### config.mk
export PLATFORM = sky130hd
export DESIGN_NAME = alu_mdu
export DESIGN_NICKNAME = d
export VERILOG_FILES = /design/src/rtl/alu_mdu_pkg.sv /design/src/rtl/alu_mdu_iter.sv /design/src/rtl/alu_mdu.sv
export SDC_FILE = /design/constraint.sdc
export NUM_CORES = 1
export LEC_CHECK = 0
export CAP_MARGIN = 20
export CORE_MARGIN = 2
export CORE_UTILIZATION = 30
export CTS_BUF_LIST = sky130_fd_sc_hd__clkbuf_16
export DETAILED_ROUTE_END_ITERATION = 7
export GPL_TIMING_DRIVEN = 1
export HOLD_SLACK_MARGIN = 0.12
export PLACE_DENSITY = 0.54
export SLEW_MARGIN = 20
export SYNTH_ARGS = -nofsm -noshare
export SYNTH_HDL_FRONTEND = slang
export SYNTH_SLANG_ARGS = --single-unit
### constraint.sdc
create_clock -name clk -period 10.8 [get_ports clk]
set_clock_uncertainty 0.2 [all_clocks]
set_input_delay 1.62 -clock clk [delete_from_list [all_inputs] [get_ports clk]]
set_output_delay 1.62 -clock clk [all_outputs]
set_load 0.01 [all_outputs]
### src/rtl/alu_mdu_pkg.sv
// Shared definitions for the EX-stage ALU and its iterative multiply/divide unit.
//   - ALU_* opcode constants (5-bit aluc encoding)
//   - MDU FSM state encoding (IDLE / MUL / DIV)
//   - iteration kind encoding for the alu_mdu_iter start handshake
//   - small decode helpers shared by the top level
package alu_mdu_pkg;

    localparam logic [4:0] ALU_ADD   = 5'd0;
    localparam logic [4:0] ALU_ADDU  = 5'd1;
    localparam logic [4:0] ALU_SUB   = 5'd2;
    localparam logic [4:0] ALU_SUBU  = 5'd3;
    localparam logic [4:0] ALU_AND   = 5'd4;
    localparam logic [4:0] ALU_OR    = 5'd5;
    localparam logic [4:0] ALU_XOR   = 5'd6;
    localparam logic [4:0] ALU_NOR   = 5'd7;
    localparam logic [4:0] ALU_SLT   = 5'd8;
    localparam logic [4:0] ALU_SLTU  = 5'd9;
    localparam logic [4:0] ALU_SLL   = 5'd10;
    localparam logic [4:0] ALU_SRL   = 5'd11;
    localparam logic [4:0] ALU_SRA   = 5'd12;
    localparam logic [4:0] ALU_LUI   = 5'd14;
    localparam logic [4:0] ALU_MULT  = 5'd15;
    localparam logic [4:0] ALU_MULTU = 5'd16;
    localparam logic [4:0] ALU_DIV   = 5'd17;
    localparam logic [4:0] ALU_DIVU  = 5'd18;
    localparam logic [4:0] ALU_MFHI  = 5'd19;
    localparam logic [4:0] ALU_MFLO  = 5'd20;
    localparam logic [4:0] ALU_MTHI  = 5'd21;
    localparam logic [4:0] ALU_MTLO  = 5'd22;

    typedef enum logic [1:0] {
        ST_IDLE = 2'd0,
        ST_MUL  = 2'd1,
        ST_DIV  = 2'd2
    } mdu_state_e;

    localparam logic KIND_MUL = 1'b0;
    localparam logic KIND_DIV = 1'b1;

    function automatic logic is_mul_op(input logic [4:0] op);
        return (op == ALU_MULT) || (op == ALU_MULTU);
    endfunction

    function automatic logic is_div_op(input logic [4:0] op);
        return (op == ALU_DIV) || (op == ALU_DIVU);
    endfunction

    function automatic logic is_signed_op(input logic [4:0] op);
        return (op == ALU_MULT) || (op == ALU_DIV);
    endfunction

endpackage

### src/rtl/alu_mdu_iter.sv
// Iterative multiply/divide datapath with its sequencing FSM.
// Operands are converted to magnitudes at start; one shift-add (MUL) or
// restoring-subtract (DIV) step runs per cycle while the counter walks
// WIDTH-1 down to 0. On the final step the sign-corrected result is
// presented combinationally on hi_res/lo_res together with done.
// Divider datapath exists only when ALU_MDU_DIV_EN is defined.
//
// Ports:
//   clk, rst         clock, asynchronous active-high reset
//   start, kind      launch request (kind: KIND_MUL / KIND_DIV)
//   is_signed        treat a/b as two's-complement
//   a, b             operands captured on launch
//   abort            drop the running operation, return to IDLE
//   idle, busy       FSM status (idle doubles as the top's in_ready)
//   done             final step this cycle and not aborted
//   hi_res, lo_res   result to commit when done
//
// state   | meaning
// --------+----------------------------------------------
// ST_IDLE | waiting for start
// ST_MUL  | shift-add multiply, one multiplier bit/cycle
// ST_DIV  | restoring divide, one quotient bit/cycle
module alu_mdu_iter
    import alu_mdu_pkg::*;
#(
    parameter int WIDTH = 32
) (
    input  logic             clk,
    input  logic             rst,
    input  logic             start,
    input  logic             kind,
    input  logic             is_signed,
    input  logic [WIDTH-1:0] a,
    input  logic [WIDTH-1:0] b,
    input  logic             abort,
    output logic             idle,
    output logic             busy,
    output logic             done,
    output logic [WIDTH-1:0] hi_res,
    output logic [WIDTH-1:0] lo_res
);

    localparam int SHW = $clog2(WIDTH);

    mdu_state_e state, state_next;

    logic [SHW-1:0]       cnt;
    // upper half: partial product / partial remainder; lower half: multiplier / quotient
    logic [2*WIDTH-1:0]   acc;
    logic [WIDTH-1:0]     opb;
    logic                 neg_lo;
    logic                 launch;
    logic                 last;
    logic [WIDTH-1:0]     mag_a, mag_b;
    logic [WIDTH:0]       mul_sum;
    logic [2*WIDTH-1:0]   mul_step;
    logic [2*WIDTH-1:0]   acc_step;
    logic [2*WIDTH-1:0]   prod;

`ifdef ALU_MDU_DIV_EN
    logic                 neg_hi;
    logic                 b_zero;
    logic [WIDTH-1:0]     a_hold;
    logic [WIDTH:0]       div_shift;
    logic [WIDTH-1:0]     div_diff;
    logic                 div_fits;
    logic [2*WIDTH-1:0]   div_step;
    logic [WIDTH-1:0]     quo, rem;

    assign launch = start;
`else
    assign launch = start && (kind == KIND_MUL);
`endif

    assign last  = (cnt == '0);
    assign mag_a = (is_signed && a[WIDTH-1]) ? (~a + 1'b1) : a;
    assign mag_b = (is_signed && b[WIDTH-1]) ? (~b + 1'b1) : b;

    assign mul_sum  = {1'b0, acc[2*WIDTH-1:WIDTH]} + {1'b0, (acc[0] ? opb : {WIDTH{1'b0}})};
    assign mul_step = {mul_sum, acc[WIDTH-1:1]};

`ifdef ALU_MDU_DIV_EN
    assign div_shift = {acc[2*WIDTH-1:WIDTH], acc[WIDTH-1]};
    assign div_fits  = (div_shift >= {1'b0, opb});
    // when it fits the difference is below opb, so WIDTH bits suffice
    assign div_diff  = div_shift[WIDTH-1:0] - opb;
    assign div_step  = div_fits ? {div_diff, acc[WIDTH-2:0], 1'b1}
                                : {div_shift[WIDTH-1:0], acc[WIDTH-2:0], 1'b0};
    assign acc_step  = (state == ST_DIV) ? div_step : mul_step;
    assign quo       = acc_step[WIDTH-1:0];
    assign rem       = acc_step[2*WIDTH-1:WIDTH];
`else
    assign acc_step  = mul_step;
`endif

    always_ff @(posedge clk or posedge rst) begin
        if (rst) begin
            state <= ST_IDLE;
        end else begin
            state <= state_next;
        end
    end

    always_comb begin
        state_next = state;
        case (state)
            ST_IDLE: begin
`ifdef ALU_MDU_DIV_EN
                if (launch) state_next = (kind == KIND_DIV) ? ST_DIV : ST_MUL;
`else
                if (launch) state_next = ST_MUL;
`endif
            end
            ST_MUL, ST_DIV: begin
                if (abort || last) state_next = ST_IDLE;
            end
            default: state_next = ST_IDLE;
        endcase
    end

    always_comb begin
        idle = (state == ST_IDLE);
        busy = (state != ST_IDLE);
        done = (state != ST_IDLE) && last && !abort;
    end

    always_ff @(posedge clk or posedge rst) begin
        if (rst) begin
            cnt    <= '0;
            acc    <= '0;
            opb    <= '0;
            neg_lo <= 1'b0;
`ifdef ALU_MDU_DIV_EN
            neg_hi <= 1'b0;
            b_zero <= 1'b0;
            a_hold <= '0;
`endif
        end else if (state == ST_IDLE) begin
            if (launch) begin
                cnt    <= SHW'(WIDTH - 1);
                acc    <= {{WIDTH{1'b0}}, mag_a};
                opb    <= mag_b;
                neg_lo <= is_signed && (a[WIDTH-1] ^ b[WIDTH-1]);
`ifdef ALU_MDU_DIV_EN
                neg_hi <= is_signed && a[WIDTH-1];
                b_zero <= (b == '0);
                a_hold <= a;
`endif
            end
        end else if (abort) begin
            cnt <= '0;
        end else begin
            acc <= acc_step;
            if (!last) cnt <= cnt - 1'b1;
        end
    end

    always_comb begin
        prod   = neg_lo ? (~acc_step + 1'b1) : acc_step;
        hi_res = prod[2*WIDTH-1:WIDTH];
        lo_res = prod[WIDTH-1:0];
`ifdef ALU_MDU_DIV_EN
        if (state == ST_DIV) begin
            if (b_zero) begin
                // divide by zero: all-ones quotient, dividend as remainder
                lo_res = '1;
                hi_res = a_hold;
            end else begin
                lo_res = neg_lo ? (~quo + 1'b1) : quo;
                hi_res = neg_hi ? (~rem + 1'b1) : rem;
            end
        end
`endif
    end

endmodule

### src/rtl/alu_mdu.sv
// EX-stage integer ALU with HI/LO registers and an iterative MUL/DIV unit.
// Single-cycle ops register their result one cycle after acceptance;
// MULT/MULTU (and DIV/DIVU when enabled) hold the unit for WIDTH cycles
// and complete WIDTH+1 cycles after acceptance.
// Optional feature macro: ALU_MDU_DIV_EN (iterative divider). Without it
// DIV/DIVU complete in one cycle with result 0 and HI/LO untouched.
//
// Ports:
//   clk, rst          clock, asynchronous active-high reset
//   in_valid/in_ready handshake for aluc/a/b
//   aluc              opcode (ALU_* in alu_mdu_pkg)
//   a, b              operands; shifts use a[SHW-1:0] as amount on b
//   flush             kill the presented or in-flight operation
//   out_valid         one-cycle pulse qualifying result/overflow
//   result, overflow  registered result, signed ADD/SUB overflow
//   busy              multiply/divide iteration in progress
//   hi, lo            architectural HI/LO registers
module alu_mdu
    import alu_mdu_pkg::*;
#(
    parameter int WIDTH = 32
) (
    input  logic             clk,
    input  logic             rst,
    input  logic             in_valid,
    output logic             in_ready,
    input  logic [4:0]       aluc,
    input  logic [WIDTH-1:0] a,
    input  logic [WIDTH-1:0] b,
    input  logic             flush,
    output logic             out_valid,
    output logic [WIDTH-1:0] result,
    output logic             overflow,
    output logic             busy,
    output logic [WIDTH-1:0] hi,
    output logic [WIDTH-1:0] lo
);

    localparam int SHW = $clog2(WIDTH);

    logic             accept;
    logic             mdu_op;
    logic             mdu_kind;
    logic             mdu_start;
    logic             single_fire;
    logic             mdu_idle;
    logic             mdu_done;
    logic [WIDTH-1:0] mdu_hi, mdu_lo;
    logic [WIDTH-1:0] sum, diff;
    logic [SHW-1:0]   shamt;
    logic             add_ovf, sub_ovf, slt, sltu;
    logic [WIDTH-1:0] alu_res;
    logic             alu_ovf;

    assign in_ready = mdu_idle;
    assign accept   = in_valid && in_ready && !flush;

`ifdef ALU_MDU_DIV_EN
    assign mdu_op   = is_mul_op(aluc) || is_div_op(aluc);
    assign mdu_kind = is_div_op(aluc) ? KIND_DIV : KIND_MUL;
`else
    assign mdu_op   = is_mul_op(aluc);
    assign mdu_kind = KIND_MUL;
`endif

    assign mdu_start   = accept && mdu_op;
    assign single_fire = accept && !mdu_op;

    alu_mdu_iter #(.WIDTH(WIDTH)) u_iter (
        .clk       (clk),
        .rst       (rst),
        .start     (mdu_start),
        .kind      (mdu_kind),
        .is_signed (is_signed_op(aluc)),
        .a         (a),
        .b         (b),
        .abort     (flush),
        .idle      (mdu_idle),
        .busy      (busy),
        .done      (mdu_done),
        .hi_res    (mdu_hi),
        .lo_res    (mdu_lo)
    );

    assign sum     = a + b;
    assign diff    = a - b;
    assign shamt   = a[SHW-1:0];
    // signed overflow: result sign disagrees with what the operand signs force
    assign add_ovf = (a[WIDTH-1] == b[WIDTH-1]) && (sum[WIDTH-1]  != a[WIDTH-1]);
    assign sub_ovf = (a[WIDTH-1] != b[WIDTH-1]) && (diff[WIDTH-1] != a[WIDTH-1]);
    assign slt     = ($signed(a) < $signed(b));
    assign sltu    = (a < b);

    always_comb begin
        alu_res = '0;
        alu_ovf = 1'b0;
        case (aluc)
            ALU_ADD:  begin alu_res = sum;  alu_ovf = add_ovf; end
            ALU_ADDU: alu_res = sum;
            ALU_SUB:  begin alu_res = diff; alu_ovf = sub_ovf; end
            ALU_SUBU: alu_res = diff;
            ALU_AND:  alu_res = a & b;
            ALU_OR:   alu_res = a | b;
            ALU_XOR:  alu_res = a ^ b;
            ALU_NOR:  alu_res = ~(a | b);
            ALU_SLT:  alu_res = {{(WIDTH-1){1'b0}}, slt};
            ALU_SLTU: alu_res = {{(WIDTH-1){1'b0}}, sltu};
            ALU_SLL:  alu_res = b << shamt;
            ALU_SRL:  alu_res = b >> shamt;
            ALU_SRA:  alu_res = $signed(b) >>> shamt;
            ALU_LUI:  alu_res = {b[WIDTH/2-1:0], {(WIDTH/2){1'b0}}};
            ALU_MFHI: alu_res = hi;
            ALU_MFLO: alu_res = lo;
            ALU_MTHI: alu_res = a;
            ALU_MTLO: alu_res = a;
            default:  alu_res = '0;
        endcase
    end

    // mdu_done and single_fire are exclusive: accept needs the unit idle
    always_ff @(posedge clk or posedge rst) begin
        if (rst) begin
            out_valid <= 1'b0;
            result    <= '0;
            overflow  <= 1'b0;
            hi        <= '0;
            lo        <= '0;
        end else begin
            out_valid <= 1'b0;
            if (mdu_done) begin
                out_valid <= 1'b1;
                result    <= mdu_lo;
                overflow  <= 1'b0;
                hi        <= mdu_hi;
                lo        <= mdu_lo;
            end else if (single_fire) begin
                out_valid <= 1'b1;
                result    <= alu_res;
                overflow  <= alu_ovf;
                if (aluc == ALU_MTHI) hi <= a;
                if (aluc == ALU_MTLO) lo <= a;
            end
        end
    end

endmodule

# Word level (Yosys, flattened, before mapping)
# Index checks and enable logic that the tools add are counted.
dict set report word_totals {
  ff_bits 202
  latchBits 0
  mem_bits_rw 0
  rom_bits 0
  output_inout_bits 100
  mem_count 0
}
dict set report op_classes {
  addsub 7
  mul 0
  div 0
  magnitude_cmp 2
  n_eq_ne 30
  shift 3
  mux 28
  bitwise_logic 8
  n_reduce_logical 33
}
# cell count
set ops {}
lappend ops {{32-bit case mux with 15 select lines} 1}
lappend ops {{32-bit 2-to-1 mux} 11}
lappend ops {{64-bit 2-to-1 mux} 4}
lappend ops {{32-bit inverter} 3}
lappend ops {{32-bit by 1-bit adder with 32-bit output (second input constant)} 2}
lappend ops {{64-bit by 1-bit adder with 64-bit output (second input constant)} 1}
lappend ops {{32-bit less-than comparator} 2}
lappend ops {{64-bit inverter} 1}
lappend ops {{5-bit by 4-bit equality test with 1-bit output (second input constant)} 7}
lappend ops {{32-bit by 32-bit adder with 33-bit output} 1}
lappend ops {{32-bit adder} 1}
lappend ops {{32-bit AND} 1}
lappend ops {{32-bit OR} 1}
lappend ops {{32-bit by 5-bit left shift with 32-bit output} 1}
lappend ops {{32-bit by 5-bit right shift with 32-bit output} 1}
lappend ops {{32-bit by 5-bit >>> shifter with 32-bit output} 1}
lappend ops {{32-bit subtractor} 1}
lappend ops {{32-bit bitwise XOR} 1}
lappend ops {{5-bit equality test (second input constant)} 6}
lappend ops {{5-bit by 3-bit equality test with 1-bit output (second input constant)} 4}
lappend ops {{5-bit 2-to-1 mux} 4}
lappend ops {{2-bit AND reduction} 6}
lappend ops {{1-bit logical AND} 11}
lappend ops {{5-bit by 2-bit equality test with 1-bit output (second input constant)} 2}
lappend ops {{other kinds (20)} 37}

# Longest topological paths before layout
# Gate-level depths: netlist (run 1).
dict set report depth {
  word_depth 6
  mapped_depth 18
  depth_no_buf 14
}

# Cells and area by module
# Synthesis (run 1) repeated with hierarchy kept, for this count alone.
dict set report hier_totals {
  cells_unflattened 3029
  hier_area_um2 23687.7
}
# module n_inst cells_per_inst area_each_um2 seq_area_each_um2
set by_module_without_submodules {}
lappend by_module_without_submodules {alu_mdu 1 1864 14686.6 2452.4}
lappend by_module_without_submodules {alu_mdu_iter 1 1165 9001.1 2577.5}

# Worst setup path after synthesis (run 1)
# OpenSTA, ideal clock, no wires.
dict set report synth_timing {
  kind {input to register}
  startpoint {in a[0]}
  endpoint {reg result[26]}
  setup_ps 86
  t_arrival_ps 5689
  t_required_ps 10514
  path_slack_ps 4825
  cell_stages 18
  path_buffers 4
  path_cell_list {clkbuf_1 > buf_1 > clkbuf_1 > clkbuf_1 > inv_1 > ha_1 > fa_1 > o21ba_2 > o21ai_1 > a21oi_1 > o21bai_1 > a221o_1 > a21oi_1 > nor3_1 > o21ai_0 > and3_1 > o41a_1 > nor3_1}
}
dict set report synth_between {
  elab_chain_len 4
  elab_cells_between_ends 8
}
# item line
set synth_lines {}
lappend synth_lines {{from (decl)} alu_mdu.sv:28} ;# input logic [WIDTH-1:0] a,
lappend synth_lines {{32-bit subtractor, or another cell as far along} alu_mdu.sv:86} ;# assign diff = a - b;
lappend synth_lines {{32-bit case mux with 15 select lines *} alu_mdu.sv:97} ;# case (aluc)
lappend synth_lines {{32-bit 2-to-1 mux *} alu_mdu.sv:136} ;# end else if (single_fire) begin
lappend synth_lines {{32-bit 2-to-1 mux *} alu_mdu.sv:130} ;# if (mdu_done) begin
lappend synth_lines {{to (signal assigned)} alu_mdu.sv:132} ;# result <= mdu_lo;
lappend synth_lines {{to (signal assigned)} alu_mdu.sv:138} ;# result <= alu_res;
lappend synth_lines {{to (decl)} alu_mdu.sv:32} ;# output logic [WIDTH-1:0] result,
# Mark *: on every way between the ends. The rest lies on a longest branch, timed or not. The select of a mux whose other input is x is not followed.
# A chain may end at the register's enable or synchronous reset.

# Final worst setup path (run 1)
dict set report layout_timing {
  startpoint {reg u_iter.acc[0]}
  endpoint {reg hi[29]}
}
dict set report layout_between {
  elab_chain_len 6
}
# item line
set layout_lines {}
lappend layout_lines {{from (decl)} alu_mdu_iter.sv:49} ;# logic [2*WIDTH-1:0] acc;
lappend layout_lines {{from (signal assigned)} alu_mdu_iter.sv:141} ;# acc <= {{WIDTH{1'b0}}, mag_a};
lappend layout_lines {{from (signal assigned)} alu_mdu_iter.sv:153} ;# acc <= acc_step;
lappend layout_lines {{32-bit 2-to-1 mux *} alu_mdu_iter.sv:79} ;# assign mul_sum = {1'b0, acc[2*WIDTH-1:WIDTH]} + {1'b0, (acc[0] ? opb : {WIDTH{1'b0}})};
lappend layout_lines {{32-bit by 32-bit adder with 33-bit output *} alu_mdu_iter.sv:79}
lappend layout_lines {{64-bit inverter} alu_mdu_iter.sv:159} ;# prod = neg_lo ? (~acc_step + 1'b1) : acc_step;
lappend layout_lines {{64-bit by 1-bit adder with 64-bit output} alu_mdu_iter.sv:159}
lappend layout_lines {{64-bit 2-to-1 mux *} alu_mdu_iter.sv:159}
lappend layout_lines {{32-bit 2-to-1 mux *} alu_mdu.sv:130}
lappend layout_lines {{to (signal assigned)} alu_mdu.sv:134} ;# hi <= mdu_hi;
lappend layout_lines {{to (decl)} alu_mdu.sv:35} ;# output logic [WIDTH-1:0] hi,
# Mark *: on every way between the ends. The rest lies on a longest branch, timed or not.

==> flow_summary.json, run 1 <==
{
  "fin_area_sq_um": 25200,
  "cp_cell_sequence": "and2_1 -> ha_1 -> or4_1 -> or3_1 -> nand3b_1 -> nor4b_2 -> nand4_1 -> nor4_2 -> nand3_1 -> o41ai_1 -> xnor2_1 -> a21oi_1",
  "period_minus_slack_ns": 5.91,
  "dpl-instance-area_sq_um": 24400,
  "die_y_microns": 273,
  "first_iter_violations": 3882,
  "start_util_pct": 30.3,
  "die_x_microns": 273,
  "grt_start_max_net_pins": 98,
  "grt-ovfl-total": 0,
  "wirelength_microns": 123000,
  "maxCapViolations": 0,
  "netlist_instances": 2857,
  "antenna_found_initial": 10,
  "tightestPinTransition_ns": 1.16,
  "postRouteAntennaNets": 0,
  "ys_warn_count": 0,
  "clockPowerShare_pct": 24.9,
  "cts-resized-gates": 0,
  "grt_pass1_wl_microns": 173000,
  "rows": 98,
  "fmaxAchievable_mhz": 169,
  "setup_viol": 0,
  "maxSlewViolCount": 0,
  "drive_gt1_share_pct": 7.61,
  "power_switching_share_pct": 44.2,
  "synth_flop_cell": "dfrtp_1",
  "leakage_nw": 10.3,
  "synth_edf_count": 0,
  "wire_per_inst_microns": 31.7,
  "required_ns": 11.03,
  "grt_pass1_vias": 22700,
  "powerDensity_nw_per_um2": 139,
  "cp.arrival_ns": 6.14,
  "worstHoldPathType": "reg2reg",
  "syn_area_sq_um": 21700,
  "maxSlewHeadroom_pct": 23.0,
  "cpPeakStageDelay_ns": 0.92,
  "power_frac_comb_pct": 42.3,
  "drc": 12,
  "cts_hold_buf": 0,
  "crit_fanout": 33,
  "io_pins": 173,
  "firstDrtPassIters": 8,
  "fin_crit_sh_pct": 54.7,
  "clock_sinks": 201,
  "rsz0062_at_grt": "no",
  "avgSynthCellArea_sq_um": 7.60,
  "groute.usage.overall_pct": 32.1,
  "clk_pin_slew_ns": 0.06,
  "synth.distinct_cells": 82,
  "ys_ff_latch": 201,
  "worstSetupEndpointType": "flip-flop",
  "critPathSlowestCell": "dfrtp_1",
  "ir_drop_mv": 0.139,
  "coreArea_sq_um": 71600,
  "hold_violations": 0,
  "status": "finished with violations",
  "clkLatencyLatePin_ns": 0.58,
  "async_flop_share_pct": 100,
  "via_per_inst": 6.28,
  "cts_tree": "done",
  "final_nets": 3118,
  "switchingPower_w": 0.00155,
  "htreeDepth": 1,
  "syn2layout_area_growth_pct": 16.2,
  "num-fill-cells": 7639,
  "vias": 24400,
  "clockBufferDepth": 3,
  "critPathLaunchType": "flip-flop",
  "finalSetupTns_ns": 0,
  "critPathKind": "reg2reg",
  "syn-num-nets": 3066,
  "seq_power_share_pct": 32.8,
  "violations": "design-rule violations",
  "dieArea_sq_um": 74600,
  "post_cts_buffers": 0,
  "hpwl_microns": 92600,
  "numCtsBuffers": 26,
  "seq_area_frac_synth_pct": 23.2,
  "io_buffers": 172,
  "gp_congestion": 1.07,
  "p_int_w": 0.00196,
  "clock-root-buffer": "clkbuf_16"
}
worst paths after layout:
| path | slack [ns] | from | end | cells past startpoint |
|---|---|---|---|---|
| max | 4.89 | u_iter.acc[0]$_DFFE_PP0P_ | hi[29]$_DFFE_PP0P_ | 12 |
| min | 0.27 | u_iter.opb[26]$_DFFE_PP0P_ | u_iter.opb[26]$_DFFE_PP0P_ | 2 |
| max reg2reg | 4.89 | u_iter.acc[0]$_DFFE_PP0P_ | hi[29]$_DFFE_PP0P_ | 12 |
| min reg2reg | 0.27 | u_iter.opb[26]$_DFFE_PP0P_ | u_iter.opb[26]$_DFFE_PP0P_ | 2 |
| max in group asynchronous | 6.95 | rst | result[21]$_DFFE_PP0P_ | 4 |
| min in group asynchronous | 1.43 | rst | u_iter.acc[36]$_DFFE_PP0P_ | 2 |
worst max-delay path, delay by kind of cell (launching register included):
kind | cells | cell delay (ns)
fa+ha+maj | 1 | 0.34
simple gates | 8 | 3.46
flops | 1 | 0.92
xor+xnor | 1 | 0.20
compound gates | 2 | 0.60
flip-flops by register name (all words and copies together) (netlist names):
| signal | cells |
|---|---|
| u_iter.neg_lo | 1 |
| lo | 32 |
| out_valid | 1 |
| overflow | 1 |
| u_iter.state | 1 |
| u_iter.opb | 32 |
| result | 32 |
| u_iter.cnt | 5 |
| u_iter.acc | 64 |
| hi | 32 |
layout make-up:
| type | instances | area [sq um] | share of cell area (%) |
|---|---|---|---|
| Antenna cell | 3 | 7.51 | 0.0297 |
| Clock inverter | 22 | 176 | 0.699 |
| Inverter | 121 | 462 | 1.83 |
| Sequential cell | 201 | 5030 | 19.9 |
| Multi-Input combinational cell | 2311 | 15500 | 61.2 |
| Tap cell | 950 | 1190 | 4.71 |
| Timing Repair Buffer | 248 | 2270 | 8.98 |
| Clock buffer | 26 | 651 | 2.58 |
cell usage in the layout, fill, tap and decap left out, types with 78 or more instances in the layout:
| master | instances |
|---|---|
| nand2_1 | 331 |
| nor2_1 | 281 |
| a21oi_1 | 233 |
| o21ai_0 | 230 |
| dfrtp_1 | 200 |
| clkdlybuf4s50_1 | 166 |
| xnor2_1 | 137 |
| ha_1 | 133 |
| inv_1 | 127 |
| buf_4 | 78 |
synth_stat cells, types with 33 or more instances:
cell / number / share of area (%)
nand2_1: 332 / 5.7
nor2_1: 290 / 5.0
a21oi_1: 234 / 5.4
o21ai_0: 230 / 5.3
clkbuf_1: 204 / 3.5
dfrtp_1: 201 / 23
xnor2_1: 137 / 5.5
ha_1: 133 / 7.7
inv_1: 121 / 2.1
mux2i_1: 71 / 3.3
nand3_1: 69 / 1.6
a31oi_1: 61 / 1.8
nor3_1: 61 / 1.4
mux4_2: 55 / 5.7
a221oi_1: 49 / 2.0
o21ai_1: 42 / 0.97
and2_1: 40 / 1.2
a22oi_1: 36 / 1.2
o31ai_1: 33 / 1.1
cell families (layout without fill, tap and decap cells):
kind of cell	count (synthesis)	count (layout)	synth area share, %
xor+xnor	168	168	6.77
flops	201	201	23.2
fa+ha+maj	136	136	7.94
simple gates	951	951	19.9
mux	133	133	9.34
other cells	0	3	0
buf+inv	345	417	6.00
compound gates	923	923	26.9
through the flow:
step           util [%]  hold WS [ns]  cells  worst slack (ns)  total power [W]
6_report           35.2         0.271   3882              4.89          0.00351
3_3_place_gp       34.1         0.256   3831              4.73          0.00260
3_5_place_dp       34.1         0.263   3831              4.68          0.00259
5_1_grt            35.2         0.290   3879              4.46          0.00366
2_1_floorplan         -         0.238   2857              3.50          0.00190
4_1_cts            35.2         0.276   3879              4.97          0.00348
layer usage:
metal	track usage (%)	vias up	wire length, microns
met1	45.3	11900	51700
li1	-	10500	-
met2	45.2	1644	49500
met5	0	-	93
met4	16.1	10	7500
met3	7.89	324	14400
power by group through the flow:
stage | Combinational (W) | Sequential [W] | Clock [W]
final | 0.00148 | 0.00115 | 0.000875
after global routing | 0.00158 | 0.00116 | 0.000914
after CTS | 0.00145 | 0.00114 | 0.000889
after detailed placement | 0.00144 | 0.00115 | 0
after global placement | 0.00144 | 0.00115 | 0
after floorplan | 0.000859 | 0.00105 | 0
Note: power is estimated with default switching activity, not from simulation.
==> inputs of run 2 (changes only) <==
PLACE_DENSITY = 0.55   (was 0.54)
clock period = 4.8 ns   (was 10.8 ns; I/O delays follow)
==> flow_summary.json, run 2 (same netlist as run 1, synthesis figures left out) <==
{
  "finalSetupTns_ns": 0,
  "first_iter_violations": 3760,
  "maxSlewHeadroom_pct": 5.56,
  "grt_pass1_wl_microns": 179000,
  "drive_gt1_share_pct": 14.5,
  "maxCapViolations": 0,
  "numCtsBuffers": 27,
  "required_ns": 5.06,
  "groute.usage.overall_pct": 33.0,
  "cp.arrival_ns": 4.95,
  "via_per_inst": 6.28,
  "powerDensity_nw_per_um2": 301,
  "setup_viol": 0,
  "vias": 25800,
  "cts-resized-gates": 0,
  "clk_pin_slew_ns": 0.06,
  "clockBufferDepth": 3,
  "fin_ws_ns": 0.112,
  "wire_per_inst_microns": 31.0,
  "antenna_found_initial": 5,
  "whs_endpoint": "u_iter.opb[14]$_DFFE_PP0P_",
  "critPathSlowestCell": "a2111oi_0",
  "status": "completed",
  "io_pins": 173,
  "r2r.worst_path.cells": 13,
  "cts_hold_buf": 0,
  "wirelength_microns": 127000,
  "seq_power_share_pct": 31.4,
  "mostFrequentLayoutCells": "nand2_1 (331), buf_4 (297), nor2_1 (283), a21oi_1 (233), o21ai_0 (230)",
  "hpwl_microns": 101000,
  "power_frac_comb_pct": 44.2,
  "worstHoldPathType": "reg2reg",
  "postRouteAntennaNets": 0,
  "coreArea_sq_um": 71600,
  "worst_r2r_endpoint": "hi[31]$_DFFE_PP0P_",
  "switchingPower_w": 0.00352,
  "crit_fanout": 5,
  "clockPowerShare_pct": 24.5,
  "clock-root-buffer": "clkbuf_16",
  "critPathMostFrequentCell": "nor2_1",
  "cts_tree": "done",
  "syn2layout_area_growth_pct": 24.6,
  "final_nets": 3347,
  "dieArea_sq_um": 74600,
  "fmaxAchievable_mhz": 213,
  "die_y_microns": 273,
  "hold_violations": 0,
  "tightestPinTransition_ns": 1.38,
  "htreeDepth": 1,
  "fin_crit_sh_pct": 97.7,
  "clock_sinks": 201,
  "holdPathStages": 2,
  "place_ws_ns": -0.0210,
  "post_cts_buffers": 0,
  "mostFrequentLayoutCell": "nand2_1",
  "grt-ovfl-total": 0,
  "drc": 0,
  "reg2reg_slack_ns": 0.21,
  "clkLatencyLatePin_ns": 0.57,
  "die_x_microns": 273,
  "largest_reg_flops": 64,
  "period_minus_slack_ns": 4.69,
  "firstDrtPassIters": 6,
  "r2r-start": "u_iter.acc[0]$_DFFE_PP0P_",
  "start_util_pct": 30.3,
  "regMostFlops": "u_iter.acc",
  "maxSlewViolCount": 0,
  "p_int_w": 0.00462,
  "num-fill-cells": 7568,
  "power_switching_share_pct": 43.2,
  "antennaDiodeCount": 0,
  "worstHoldStart": "u_iter.opb[14]$_DFFE_PP0P_",
  "cpPeakStageDelay_ns": 1.13,
  "ir_drop_mv": 0.294,
  "rows": 98,
  "io_buffers": 172,
  "worstSetupEndpointType": "flip-flop",
  "grt_pass1_vias": 23900,
  "cp_cell_sequence": "clkdlybuf4s50_1 -> inv_1 -> ha_1 -> nor2_1 -> nor2_1 -> a31oi_1 -> buf_4 -> o21ai_0 -> nand3_1 -> a31oi_1 -> xnor2_1 -> nor2_1 -> a2111oi_0 -> buf_4 -> nor3_1",
  "grt_start_max_net_pins": 80,
  "leakage_nw": 11.4,
  "critPathLaunchType": "primary input",
  "rsz0062_at_grt": "no",
  "critPathKind": "in2reg",
  "gp_congestion": 1.09
}
[run 2: changes by cell type in the layout (fill, tap and decap cells not counted), sizes merged]
| cell | previous run | this run |
|---|---|---|
| inv | 130 | 127 |
| clkbuf | 26 | 27 |
| buf | 82 | 310 |
| clkinvlp | 0 | 2 |
| diode | 3 | 0 |
[run 2: worst max path at each step]
stage / startpoint / end / cells past startpoint
floorplan: a[0] / result[26]$_DFFE_PP0P_ / 18
global placement: a[5] / result[13]$_DFFE_PP0P_ / 15
detailed placement: b[0] / result[13]$_DFFE_PP0P_ / 16
CTS: u_iter.acc[0]$_DFFE_PP0P_ / hi[30]$_DFFE_PP0P_ / 13
global route: u_iter.acc[0]$_DFFE_PP0P_ / hi[30]$_DFFE_PP0P_ / 13
finish: a[5] / result[13]$_DFFE_PP0P_ / 15
[run 2: final cells by class]
type | count | area (sq um) | area share (%)
flip-flops and latches | 201 | 5030 | 18.6
clock inverters | 21 | 170 | 0.628
well taps | 950 | 1190 | 4.39
inverters | 121 | 458 | 1.69
multi-input cells | 2311 | 15500 | 57.1
repair buffers | 476 | 4090 | 15.1
clock buffers | 27 | 676 | 2.50
[run 2: per-stage QoR]
stage | cells | cell area (sq um) | hold WS (ns) | utilization [%] | power, W
global placement | 4059 | 26200 | 0.257 | 36.6 | 0.00603
finish | 4107 | 27100 | 0.271 | 37.8 | 0.00814
detailed placement | 4059 | 26200 | 0.263 | 36.6 | 0.00602
CTS | 4107 | 27100 | 0.275 | 37.8 | 0.00803
floorplan | 2857 | 21700 | 0.238 | - | 0.00429
global route | 4107 | 27100 | 0.308 | 37.8 | 0.00844
[run 2: worst max-delay path: cells and delay by family]
family	cells	cell delay (ns)
compound gates	4	1.94
xor+xnor	1	0.14
simple gates	5	0.39
fa+ha+maj	1	0.40
buf+inv	4	1.34
[run 2: metal layers]
layer	routed length (microns)	vias to the layer above	global-route usage, %
met1	51700	12500	45.0
li1	-	11000	-
met3	14700	397	7.60
met4	9790	10	20.7
met2	51300	1872	46.8
met5	68	-	0
[run 2: power groups by stage]
stage	logic [W]	registers, W	clock network [W]
after floorplan	0.00193	0.00235	0
after global placement	0.00348	0.00255	0
after detailed placement	0.00348	0.00254	0
after CTS	0.00350	0.00252	0.00201
after global routing	0.00381	0.00256	0.00207
final	0.00359	0.00255	0.00199
